==> config.mk <==
export PLATFORM = sky130hd
export DESIGN_NAME = iommu_wsi_gen
export DESIGN_NICKNAME = d
export VERILOG_FILES = /design/src/rtl/iommu_wsi_pkg.sv /design/src/rtl/iommu_wsi_wire_fsm.sv /design/src/rtl/iommu_wsi_gen.sv
export SDC_FILE = /design/constraint.sdc
export NUM_CORES = 1
export LEC_CHECK = 0
export ABC_AREA = 1
export CORE_MARGIN = 2
export CORE_UTILIZATION = 55
export CTS_BUF_LIST = sky130_fd_sc_hd__clkbuf_4 sky130_fd_sc_hd__clkbuf_8 sky130_fd_sc_hd__clkbuf_16
export DETAILED_ROUTE_END_ITERATION = 8
export DONT_BUFFER_PORTS = 1
export GPL_ROUTABILITY_DRIVEN = 0
export GPL_TIMING_DRIVEN = 0
export PLACE_DENSITY_LB_ADDON = 0.3
export SLEW_MARGIN = 20
export SYNTH_ARGS = -nofsm -noshare
export SYNTH_HDL_FRONTEND = slang
export SYNTH_HIERARCHICAL = 1
export SYNTH_SLANG_ARGS = --single-unit
==> constraint.sdc <==
create_clock -name clk_i -period 1 [get_ports clk_i]
set_input_delay 0.2 -clock clk_i [delete_from_list [all_inputs] [get_ports clk_i]]
set_output_delay 0.2 -clock clk_i [all_outputs]
set_load 0.05 [all_outputs]
==> src/rtl/iommu_wsi_pkg.sv <==
// Shared types and constants for the IOMMU wired-signalled interrupt generator.
// The optional re-pulse behaviour is selected by IOMMU_WSI_REPULSE_EN (see iommu_wsi_gen).
package iommu_wsi_pkg;

   typedef enum logic [1:0] {
      CQ  = 2'd0,
      FQ  = 2'd1,
      HPM = 2'd2,
      PQ  = 2'd3
   } src_e;

   typedef enum logic [1:0] {
      IDLE   = 2'd0,
      ASSERT = 2'd1,
      GAP    = 2'd2
   } wire_state_e;

   localparam int unsigned NUM_LEGAL_WIRES = 5;
   localparam int unsigned LEGAL_WIRES [NUM_LEGAL_WIRES] = '{1, 2, 4, 8, 16};

   function automatic bit wires_legal(input int unsigned n);
      bit ok;
      ok = 1'b0;
      for (int i = 0; i < NUM_LEGAL_WIRES; i++)
         if (LEGAL_WIRES[i] == n) ok = 1'b1;
      return ok;
   endfunction

endpackage

==> src/rtl/iommu_wsi_wire_fsm.sv <==
// One interrupt wire: level output with a guaranteed low gap after every fall.
// Requests seen during the gap are held off until it expires, never dropped.
import iommu_wsi_pkg::*;

module iommu_wsi_wire_fsm #(
   parameter int unsigned GapCycles = 2
) (
   input  logic i_clk,
   input  logic i_rst_n,
   input  logic i_req,
   input  logic i_repulse,
   output logic o_wire
);

   localparam int unsigned     CntW    = $clog2(GapCycles + 1);
   localparam logic [CntW-1:0] CntLoad = CntW'(GapCycles - 1);

   wire_state_e     r_state;
   logic [CntW-1:0] r_cnt;
   logic            r_wire;

   always_ff @(posedge i_clk) begin
      if (!i_rst_n) begin
         r_state <= IDLE;
         r_cnt   <= '0;
         r_wire  <= 1'b0;
      end else begin
         case (r_state)
            IDLE: begin
               if (i_req) begin
                  r_state <= ASSERT;
                  r_wire  <= 1'b1;
               end
            end
            ASSERT: begin
               // A re-pulse takes the same path as a drop so the low time is identical.
               if (!i_req || i_repulse) begin
                  r_state <= GAP;
                  r_cnt   <= CntLoad;
                  r_wire  <= 1'b0;
               end
            end
            GAP: begin
               if (r_cnt == '0) begin
                  if (i_req) begin
                     r_state <= ASSERT;
                     r_wire  <= 1'b1;
                  end else begin
                     r_state <= IDLE;
                  end
               end else begin
                  r_cnt <= r_cnt - 1'b1;
               end
            end
            default: begin
               r_state <= IDLE;
               r_wire  <= 1'b0;
            end
         endcase
      end
   end

   assign o_wire = r_wire;

endmodule

==> src/rtl/iommu_wsi_gen.sv <==
// IOMMU WSI transmitter: pending bits per source, routed by vector onto PLIC wires.
// Define IOMMU_WSI_REPULSE_EN to re-pulse an asserted wire on a fresh event.
import iommu_wsi_pkg::*;

module iommu_wsi_gen #(
   parameter int unsigned NumWires  = 4,
   parameter int unsigned NumSrc    = 4,
   parameter int unsigned GapCycles = 2,
   parameter int unsigned VecW      = (NumWires > 1) ? $clog2(NumWires) : 1
) (
   input  logic                         clk_i,
   input  logic                         rst_ni,
   input  logic                         wsi_en_i,
   input  logic [NumSrc-1:0]            src_event_i,
   input  logic [NumSrc-1:0]            src_ie_i,
   input  logic [NumSrc-1:0][VecW-1:0]  src_vec_i,
   input  logic [NumSrc-1:0]            pend_clr_i,
   output logic [NumSrc-1:0]            pend_o,
   output logic [NumWires-1:0]          wsi_o
);

   logic [NumSrc-1:0]   r_pend;
   logic [NumWires-1:0] w_req;
   logic [NumWires-1:0] w_rep;

   // Set wins over a same-cycle clear.
   always_ff @(posedge clk_i) begin
      if (!rst_ni) r_pend <= '0;
      else         r_pend <= (r_pend & ~pend_clr_i) | src_event_i;
   end

   always_comb begin
      w_req = '0;
      w_rep = '0;
      for (int w = 0; w < NumWires; w++) begin
         for (int s = 0; s < NumSrc; s++) begin
            if (r_pend[s] && src_ie_i[s] &&
                ((NumWires == 1) || (src_vec_i[s] == VecW'(w)))) begin
               w_req[w] = 1'b1;
`ifdef IOMMU_WSI_REPULSE_EN
               w_rep[w] = w_rep[w] | src_event_i[s];
`endif
            end
         end
      end
      w_req = w_req & {NumWires{wsi_en_i}};
   end

   for (genvar w = 0; w < NumWires; w++) begin : g_wire
      iommu_wsi_wire_fsm #(
         .GapCycles (GapCycles)
      ) u_fsm (
         .i_clk     (clk_i),
         .i_rst_n   (rst_ni),
         .i_req     (w_req[w]),
         .i_repulse (w_rep[w]),
         .o_wire    (wsi_o[w])
      );
   end

   assign pend_o = r_pend;

endmodule

==> results.md <==
* Via-to-Cell Ratio at roughly 4.7
* Outcome: complete, but fails checks
* Die X at 53.6 um
* Hpwl dp at 1820 um
* Fmax at about 700 MHz
* # rows at 17
* Core Region at 2280 um2
* Int Power at 1.44 mW
* CTS tree: done
* FF-to-FF path depth at 12
* Die height at 53.6 um
* Largest net degree at the start of global routing at 18
* Post-Route WL at 2660 um
* Crit. End Element: register
* CP max FO at 4
* First drt pass iteration count at 4
* Synthesized area at 1350 um2
* Switch share at around 29%
* RSZ-0062 raised after global routing: yes
* Peak VDD IR at approximately 1.0 mV
* Initial antenna violation count at 0
* Top cells by area, synth: dfxtp_1, nand2_1, inv_1, nor2_1, a21oi_1
* Area Overhead vs Synth at 24.5%
* Clk Latency, worst-skew pair at 0.32 ns
* Terminus of the critical flop-to-flop path: g_wire[3].u_fsm/o_wire
* Die area at between 2000 and 3000 um2
* Psw at 589 uW
* Startpoint Class: register
* Total CTS buffers at 3
* Root Buffer: clkbuf_4
* I/O pins at 31
* Register area share after synthesis at a little over a third
* Post-route clock period utilization at 146%
* Worst slack at placement at -0.474 ns
* Wire length per cell at 9.56 um
* First-pass GRT wire length at 4200 um
* YS warnings at 6
* Sink Count at 24
* Seq cells post-synth at 24
* Vias in the first global route at 1043
* Combinational Power Share at 14.9%
* CTS Hold Bufs at 4
* Setup_tns at -7.98 ns
* P_leak at roughly 0.86 nW
* Netlist cell types at 12
* Remaining DRCs at 0
* Share of cells above drive strength 1 at 24.0%
* Reg-to-reg setup timing slack at -0.46 ns
* Crit path to: g_wire[3].u_fsm/o_wire
* FF-to-FF Start: pend_o[2]
* Via total after detailed routing at 1316
* Seq pwr share at a little over half
* Final #Nets at 278
* Fin. max-slew vios at 0
* Mapped Cells at 227
* Cell taking the most area after synthesis: dfxtp_1
* Mapped Avg Cell Area at 5.96 um2
* First DRT Iteration DRCs at 13
* Worst setup margin at -0.462 ns
* Top cell type's share of synthesized area at 35.5%
* # diodes at 0
* Setup violations, final at 22
* Total of max-cap violations at 0
* H-Tree Depth at 1
* Data required, critical path at 1.27 ns
* Total global-route track usage at ~20%
* Clock transition at path regs at 0.14 ns
* Power per cell area at around 1200 nW/um2
* Clock power share at 30.7%
* Clk buf depth at 2
* Fin. Hold Viols at 14
* Failing checks: negative hold slack, negative setup slack
* Grt total ovfl at 0
* Hold slack at -0.0294 ns
* Critical path class: register to register
* Hold crit path type: input pin to register
* # port buffers at 0
* Final clock skew at 0.00154 ns
* Min Clock Period, post-route at 1.46 ns
* Starting Density at 59.4%
* Data arrival, critical path at 1.73 ns
* Routed Antenna Nets at 0
* Critical path startpoint: pend_o[2]
==> routing by layer <==
| layer | track usage [%] | routed length, um | vias up |
|---|---|---|---|
| met4 | 10.3 | 47 | 0 |
| met3 | 3.89 | 98 | 5 |
| met2 | 34.6 | 1260 | 21 |
| met1 | 24.8 | 1250 | 560 |
| li1 | - | - | 730 |
| met5 | 0 | 0 | - |
==> cell usage in the layout, fill, tap and decap left out, types with 6 or more instances in the layout <==
cell type	netlist	routed
nand3_1	12	9
nor2_2	4	9
dfxtp_1	24	16
nand2_2	0	14
a21oi_1	16	12
inv_2	4	8
dfxtp_4	0	8
buf_4	0	6
nor2_1	43	38
inv_1	44	40
nand4_1	6	6
nand2_1	65	51
conb_1	1	8
==> worst min path at each step <==
stage	startpoint	end	slack [ns]	cells after the start
2_1_floorplan	src_event_i[0]	pend_o[0]	0.32	2
3_3_place_gp	src_event_i[3]	pend_o[3]	0.32	2
3_5_place_dp	rst_ni	g_wire[2].u_fsm/r_cnt[1]	0.33	2
4_1_cts	rst_ni	g_wire[2].u_fsm/r_cnt[1]	-0.04	2
5_1_grt	rst_ni	g_wire[3].u_fsm/r_cnt[1]	-0.04	2
6_report	rst_ni	g_wire[3].u_fsm/r_cnt[1]	-0.03	2
==> critical path, cell delays in order, from the launching register on <==
cell	delay (ns)
dfxtp_4	0.47
nand2_2	0.07
inv_2	0.07
nand2_1	0.05
nand2_1	0.06
nor2_1	0.04
nor2_2	0.15
inv_1	0.05
nor2_1	0.08
nand2_1	0.08
nand2_1	0.10
nand2_2	0.07
a21oi_2	0.09
==> area by class of cell <==
type | count | area [um2]
Tap cell | 28 | 35.0
Clock buffer | 4 | 47.5
Fill cell | 195 | 592
Inverter | 48 | 180
Sequential cell | 24 | 510
Timing Repair Buffer | 12 | 108
Multi-Input combinational cell | 162 | 803
==> logic make-up (layout without fill, tap and decap cells) <==
| logic type | after synthesis | count (layout) | share of synthesized area (%) |
|---|---|---|---|
| simple gates | 130 | 130 | 39.0 |
| buf+inv | 48 | 64 | 13.3 |
| flops | 24 | 24 | 35.5 |
| compound gates | 20 | 20 | 8.14 |
| fa+ha+maj | 4 | 4 | 3.70 |
| other cells | 1 | 8 | 0.277 |
==> power by group through the flow <==
stage          combinational, mW  sequential (mW)  clock (mW)
3_5_place_dp               0.239             1.13           0
6_report                   0.302             1.10       0.623
2_1_floorplan              0.208             1.12           0
5_1_grt                    0.350             1.11       0.679
4_1_cts                    0.268             1.10       0.638
3_3_place_gp               0.233             1.13           0
==> flip-flops by register name, summed over array words and instances (netlist names) <==
name and flops:
g_wire.u_fsm/o_wire 4, g_wire.u_fsm/r_cnt 8, g_wire.u_fsm/r_state 8, pend_o 4
==> synth_stat cells <==
master    instances
nand4_1           6
inv_2             4
a21oi_1          16
nor2_2            4
conb_1            1
nor2_1           43
dfxtp_1          24
nand3_1          12
inv_1            44
a21boi_0          4
nand2_1          65
ha_1              4
==> per-stage QoR <==
step                      power (mW)  cells  instance area, um2  util, %
after CTS                       2.01    273                1590     70.0
after global placement          1.36    262                1450     63.6
after detailed placement        1.37    262                1450     63.6
after global routing            2.14    278                1680     74.0
final                           2.03    278                1680     74.0
after floorplan                 1.33    234                1410        -
==> timing repair <==
action                                  in CTS  in global routing
cloned                                       0                  0
resized for setup                           18                 16
endpoints found under the setup margin      28                 28
pin swaps                                   20                  9
setup buffers                                3                  5
endpoints found under the hold margin       21                 18
Note: power is estimated with default switching activity, not from simulation.
